$ cat config.mk
export PLATFORM = sky130hd
export DESIGN_NAME = game_ctrl
export DESIGN_NICKNAME = d
export VERILOG_FILES = /design/src/rtl/game_ctrl.sv
export SDC_FILE = /design/constraint.sdc
export NUM_CORES = 1
export LEC_CHECK = 0
export ABC_AREA = 1
export CORE_ASPECT_RATIO = 1.25
export CORE_UTILIZATION = 30
export CTS_CLUSTER_DIAMETER = 50
export DETAILED_ROUTE_END_ITERATION = 7
export PLACE_DENSITY = 0.45
export SYNTH_ARGS = -nofsm -noshare
export SYNTH_HDL_FRONTEND = slang
export SYNTH_SLANG_ARGS = --single-unit
$ cat constraint.sdc
create_clock -name clk -period 2.1 [get_ports clk]
set_clock_uncertainty 0.05 [all_clocks]
set_input_delay 0.315 -clock clk [delete_from_list [all_inputs] [get_ports clk]]
set_output_delay 0.315 -clock clk [all_outputs]
set_load 0.05 [all_outputs]
$ cat src/rtl/game_ctrl.sv
// Game controller: button sync, movement tick, floor-contact scoring, lives, IDLE/PLAY/PAUSE/MISS/OVER FSM.
// All outputs registered, transitions land one clk after the qualifying pulse/event; no backpressure.
module game_ctrl #(
  parameter int TICK_DIV   = 1048576,
  parameter int FLOOR_Y    = 475,
  parameter int GAP_LO     = 40,
  parameter int GAP_HI     = 60,
  parameter int MISS_TICKS = 50,
  parameter int LIVES_INIT = 3
) (
  input  logic       clk,
  input  logic       rst,
  input  logic       btn_start,
  input  logic       btn_pause,
  input  logic [9:0] ball_ver,
  input  logic [6:0] ball_hor,
  output logic       ball_rst,
  output logic       ball_en,
  output logic [9:0] score,
  output logic [1:0] lives,
  output logic [2:0] state
);

  localparam int CW = $clog2(TICK_DIV);
  localparam int MW = $clog2(MISS_TICKS + 1);
  localparam logic [CW-1:0] CNT_MAX   = CW'(TICK_DIV - 1);
  localparam logic [MW-1:0] MISS_MAX  = MW'(MISS_TICKS - 1);
  localparam logic [9:0]    FLOOR_V   = 10'(FLOOR_Y);
  localparam logic [6:0]    GAP_LO_V  = 7'(GAP_LO);
  localparam logic [6:0]    GAP_HI_V  = 7'(GAP_HI);
  localparam logic [1:0]    LIVES_V   = 2'(LIVES_INIT);
  localparam logic [9:0]    SCORE_MAX = 10'd999;

  typedef enum logic [2:0] {
    IDLE  = 3'd0,
    PLAY  = 3'd1,
    PAUSE = 3'd2,
    MISS  = 3'd3,
    OVER  = 3'd4
  } state_e;

  state_e        state_q, state_d;
  logic [CW-1:0] cnt_q, cnt_d;
  logic [MW-1:0] mcnt_q, mcnt_d;
  logic [9:0]    score_q, score_d;
  logic [1:0]    lives_q, lives_d;
  logic          ball_rst_q, ball_rst_d;
  logic          ball_en_q, ball_en_d;
  logic [2:0]    start_sync_q, start_sync_d;
  logic [2:0]    pause_sync_q, pause_sync_d;
  logic [1:0]    cmp_q, cmp_d;
  logic [6:0]    hor_q, hor_d;

  logic start_p, pause_p, wrap, contact, in_gap;

  // Bits [1:0] are the synchronizer; bit [2] is the previous level for edge detect.
  assign start_p = start_sync_q[1] & ~start_sync_q[2];
  assign pause_p = pause_sync_q[1] & ~pause_sync_q[2];
  assign wrap    = (cnt_q == CNT_MAX);
  assign contact = (state_q == PLAY) && cmp_q[0] && !cmp_q[1];
  assign in_gap  = (hor_q >= GAP_LO_V) && (hor_q <= GAP_HI_V);

  always_comb begin
    start_sync_d = {start_sync_q[1:0], btn_start};
    pause_sync_d = {pause_sync_q[1:0], btn_pause};
    cmp_d        = {cmp_q[0], (ball_ver >= FLOOR_V)};
    hor_d        = ball_hor;
    state_d      = state_q;
    cnt_d        = cnt_q;
    mcnt_d       = mcnt_q;
    score_d      = score_q;
    lives_d      = lives_q;

    case (state_q)
      IDLE: begin
        cnt_d  = '0;
        mcnt_d = '0;
        if (start_p) begin
          score_d = '0;
          lives_d = LIVES_V;
          state_d = PLAY;
        end
      end
      PLAY: begin
        cnt_d = wrap ? '0 : cnt_q + CW'(1);
        if (contact && in_gap) begin
          // Restart the tick phase so the hold lasts exactly MISS_TICKS full periods.
          lives_d = lives_q - 2'd1;
          cnt_d   = '0;
          mcnt_d  = '0;
          state_d = MISS;
        end else begin
          if (contact && (score_q != SCORE_MAX)) begin
            score_d = score_q + 10'd1;
          end
          if (pause_p) begin
            state_d = PAUSE;
          end
        end
      end
      PAUSE: begin
        if (pause_p) begin
          state_d = PLAY;
        end
      end
      MISS: begin
        cnt_d = wrap ? '0 : cnt_q + CW'(1);
        if (wrap) begin
          if (mcnt_q == MISS_MAX) begin
            mcnt_d  = '0;
            state_d = (lives_q == 2'd0) ? OVER : PLAY;
          end else begin
            mcnt_d = mcnt_q + MW'(1);
          end
        end
      end
      OVER: begin
        cnt_d  = '0;
        mcnt_d = '0;
        if (start_p) begin
          state_d = IDLE;
        end
      end
      default: begin
        state_d = IDLE;
      end
    endcase

    // A wrap coinciding with a miss must not move a ball that is being held.
    ball_en_d  = (state_q == PLAY) && wrap && (state_d != MISS);
    ball_rst_d = (state_d == IDLE) || (state_d == MISS) || (state_d == OVER);
  end

  always_ff @(posedge clk or negedge rst) begin
    if (!rst) begin
      state_q      <= IDLE;
      cnt_q        <= '0;
      mcnt_q       <= '0;
      score_q      <= '0;
      lives_q      <= '0;
      ball_rst_q   <= 1'b1;
      ball_en_q    <= 1'b0;
      start_sync_q <= '0;
      pause_sync_q <= '0;
      cmp_q        <= 2'b11;
      hor_q        <= '0;
    end else begin
      state_q      <= state_d;
      cnt_q        <= cnt_d;
      mcnt_q       <= mcnt_d;
      score_q      <= score_d;
      lives_q      <= lives_d;
      ball_rst_q   <= ball_rst_d;
      ball_en_q    <= ball_en_d;
      start_sync_q <= start_sync_d;
      pause_sync_q <= pause_sync_d;
      cmp_q        <= cmp_d;
      hor_q        <= hor_d;
    end
  end

  assign ball_rst = ball_rst_q;
  assign ball_en  = ball_en_q;
  assign score    = score_q;
  assign lives    = lives_q;
  assign state    = state_q;

endmodule

==> out/metrics.yaml <==
grt_use_met2_pct: 24.5
layout_setup_ws_ps: 60.0
dp.final_hpwl_microns: 4780
initial_core_util_pct: 31.2
synthTopCellsByArea: "dfrtp_1 (46%), nand2_1 (10%), nor2_1 (6.1%)"
die-area_sq_um: 10400
postRouteWirelength_microns: 6430
grt_antenna_before_repair: 0
synth.ff_latch_count: 58
criticalPathCategory: "reg2out"
postRouteAntennaNets: 0
synth_compound_area_share_pct: 7.35
register_area_sq_um: 1460
finalSetupViolations: 0
rr_worst_depth: 10
timing.setup.tns_ps: 0
finalWorstPathRequiredPeriod_ps: 2040
first_pass_grt_wire_length_microns: 11400
layout.cell_area.non_filler_sq_um: 3840
worst_slew_margin_rel_pct: 66.1
yosysUniqueCellTypes: 37
num-fill-cells: 978
critPathRequiredTime_ps: 1740
route.vias.total: 2433
placement_rows: 40
grt_start_max_net_pins: 42
timing.final.hold_violations: 0
largest_family_of_logic_cells_by_synthesized_area: "simple AND/OR/NAND/NOR gates"
netlist_instances: 357
globalplace.congestion: 0.783
synth-edff-count: 0
synth-adder-area-share_pct: 2.08
crit_chain: "clkdlybuf4s50_1"
area.growth.synth_to_final_pct: 27.6
outcome: "complete, no violations"
coreArea_sq_um: 9660
ios: 38
antennaDiodeCount: 0
synth_simple_gate_area_share_pct: 30.6
synthXorXnorAreaFrac_pct: 4.94
post-place-ws_ps: 239
final_min_period_over_clock_period_pct: 97.1
worst_path_largest_cell_delay_ps: 860
grt_use_met3_pct: 3.53
start_kind: "register"
post-route-drc-count: 0
worst_slew_pin_slew_ps: 506
synth.cell_area_sq_um: 3010
critical_path.endpoint_type: "primary output"
highest_achievable_clock_rate_ghz: 0.490
layout.nets: 430
detailed_place.area_sq_um: 3520
min_path_cells: 0
finish.utilization_pct: 39.8
drive_gt1_share_pct: 12.0
timing.critical_path.depth: 1
final-max-slew-violation-count: 0
routedWlPerCell_microns: 12.0
global_route.usage.total_pct: 14.2
mappedNetlistNets: 383
worst_hold_path_type: "reg2reg"
cpMaxStageDelayCell: "clkdlybuf4s50_1"
avgViaCountPerCell: 4.55
postSynthAreaPerCell_sq_um: 8.44
cts_buffer_depth: 2
cts_htree_levels: 3
grt_busiest_layer: "met2"
worst-path-max-fanout: 6
grt.overflow.total: 0
grt.met1_usage_pct: 16.5
synth_top_cell_by_area: "dfrtp_1"
maxCapViolCount: 0
clock_tree_from_tritoncts: "done"
synth.area.mux_share_pct: 0
clk_latency_worst_skew_pair_ps: 330
cts.reportedPaths.clkPinSlew_ps: 50
clkSinkCount: 58
drt_pre_antenna_iters: 4
worstPathArrival_ps: 1670
critical_path.top_delay_family: "buffers and inverters"
ys_seq_area_share_pct: 48.3
synth-main-ff-cell: "dfrtp_1"
ir_worst_vdd_mv: 0.388
drtIter0Drc: 54
cp_num_buf_inv: 1
cts-buffers-inserted: 9
rsz0062_at_grt: "false"
yosysWarningCount: 0
numPortBuffers: 37
power.density_nw_per_um2: 1070
synthDominantCellAreaShare_pct: 45.7
ctsRootBufferMaster: "clkbuf_16"
multi_input_logic_area_sq_um: 1360
total_power_uw: 4130
fp.dieH_microns: 114
async_flop_share_pct: 100
die_w_microns: 91.6
grt_pass1_vias: 2378
p_leak_uw: 0.00175
## cells in the final DEF (no fill, tap or decap), types with 2 or more instances in the layout
master,instances
nand3_1,18
nand3_4,3
nand3_2,2
nand3b_1,3
nor2_4,3
nand4_1,12
nand2_1,84
o21ai_0,7
o31ai_1,3
a31oi_1,2
nand2_2,5
inv_2,5
o21ai_1,7
nor2_1,49
dfrtp_1,54
dfstp_2,3
clkdlybuf4s50_1,35
xnor2_1,5
a21oi_1,10
a21o_1,2
nor3_1,5
inv_1,37
o21bai_1,4
clkbuf_16,9
xor2_1,12
ha_1,5
nor2_2,2
clkbuf_8,2
clkinv_2,4
## layout make-up
class / count / share of cell area (%)
Clock inverter: 5 / 1.37
Timing Repair Buffer: 40 / 10.6
Multi-Input combinational cell: 252 / 35.3
Inverter: 43 / 4.23
Tap cell: 126 / 4.10
Sequential cell: 58 / 37.9
Clock buffer: 11 / 6.58
## power breakdown
part,switching [uW],total [uW],internal (uW)
combinational,877,1270,394
sequential,125,1380,1250
clock,509,1480,975
total,1510,4130,2620
## cells by family after synthesis
kind of cell | count (synthesis)
flops | 58
compound gates | 37
xor+xnor | 17
buf+inv | 47
simple gates | 193
fa+ha+maj | 5
## per-stage QoR
stage               instances  hold WS (ps)
floorplan                 357         -30.6
CTS                       535           302
detailed placement        518           242
finish                    535           296
global placement          518           241
global route              535           314
## Yosys cell counts (all sizes together), types with 5 or more instances
master and count:
nand2 90, dfrtp 55, nor2 54, inv 42
nand3 23, o21ai 14, nand4 12, xor2 12
a21oi 11, nor3 6, ha 5, xnor2 5
## flip-flops by register name (all words and copies together), names as in the netlist, 2 cells and up
register,count
mcnt_q,6
state,3
pause_sync_q,3
cmp_q,2
hor_q,7
lives,2
start_sync_q,3
cnt_q,20
score,10
## final timing paths
| path | start | slack (ps) | end |
|---|---|---|---|
| setup reg to reg | score[0]$_DFFE_PN0P_ | 330 | score[8]$_DFFE_PN0P_ |
| hold / removal | pause_sync_q[0]$_DFF_PN0_ | 300 | pause_sync_q[1]$_DFF_PN0_ |
| min in group asynchronous | rst | 410 | score[3]$_DFFE_PN0P_ |
| setup / recovery | state[0]$_DFF_PN0_ | 60 | state[0] |
| max in group asynchronous | rst | 970 | cmp_q[0]$_DFF_PN1_ |
| hold reg to reg | pause_sync_q[0]$_DFF_PN0_ | 300 | pause_sync_q[1]$_DFF_PN0_ |
## metal layers
| layer | wire length (microns) | part of all wire [%] |
|---|---|---|
| met1 | 2880 | 45 |
| met2 | 3220 | 50 |
| met3 | 217 | 3.4 |
| met4 | 111 | 1.7 |
| met5 | 0 | 0 |
## repair_timing
item,4_1_cts,5_1_grt
hold endpoints to repair,16,0
buffers inserted,0,0
endpoints found under the setup margin,0,3
hold buffers,1,0
gates resized for setup,0,2
(Power assumes the default switching activity.)
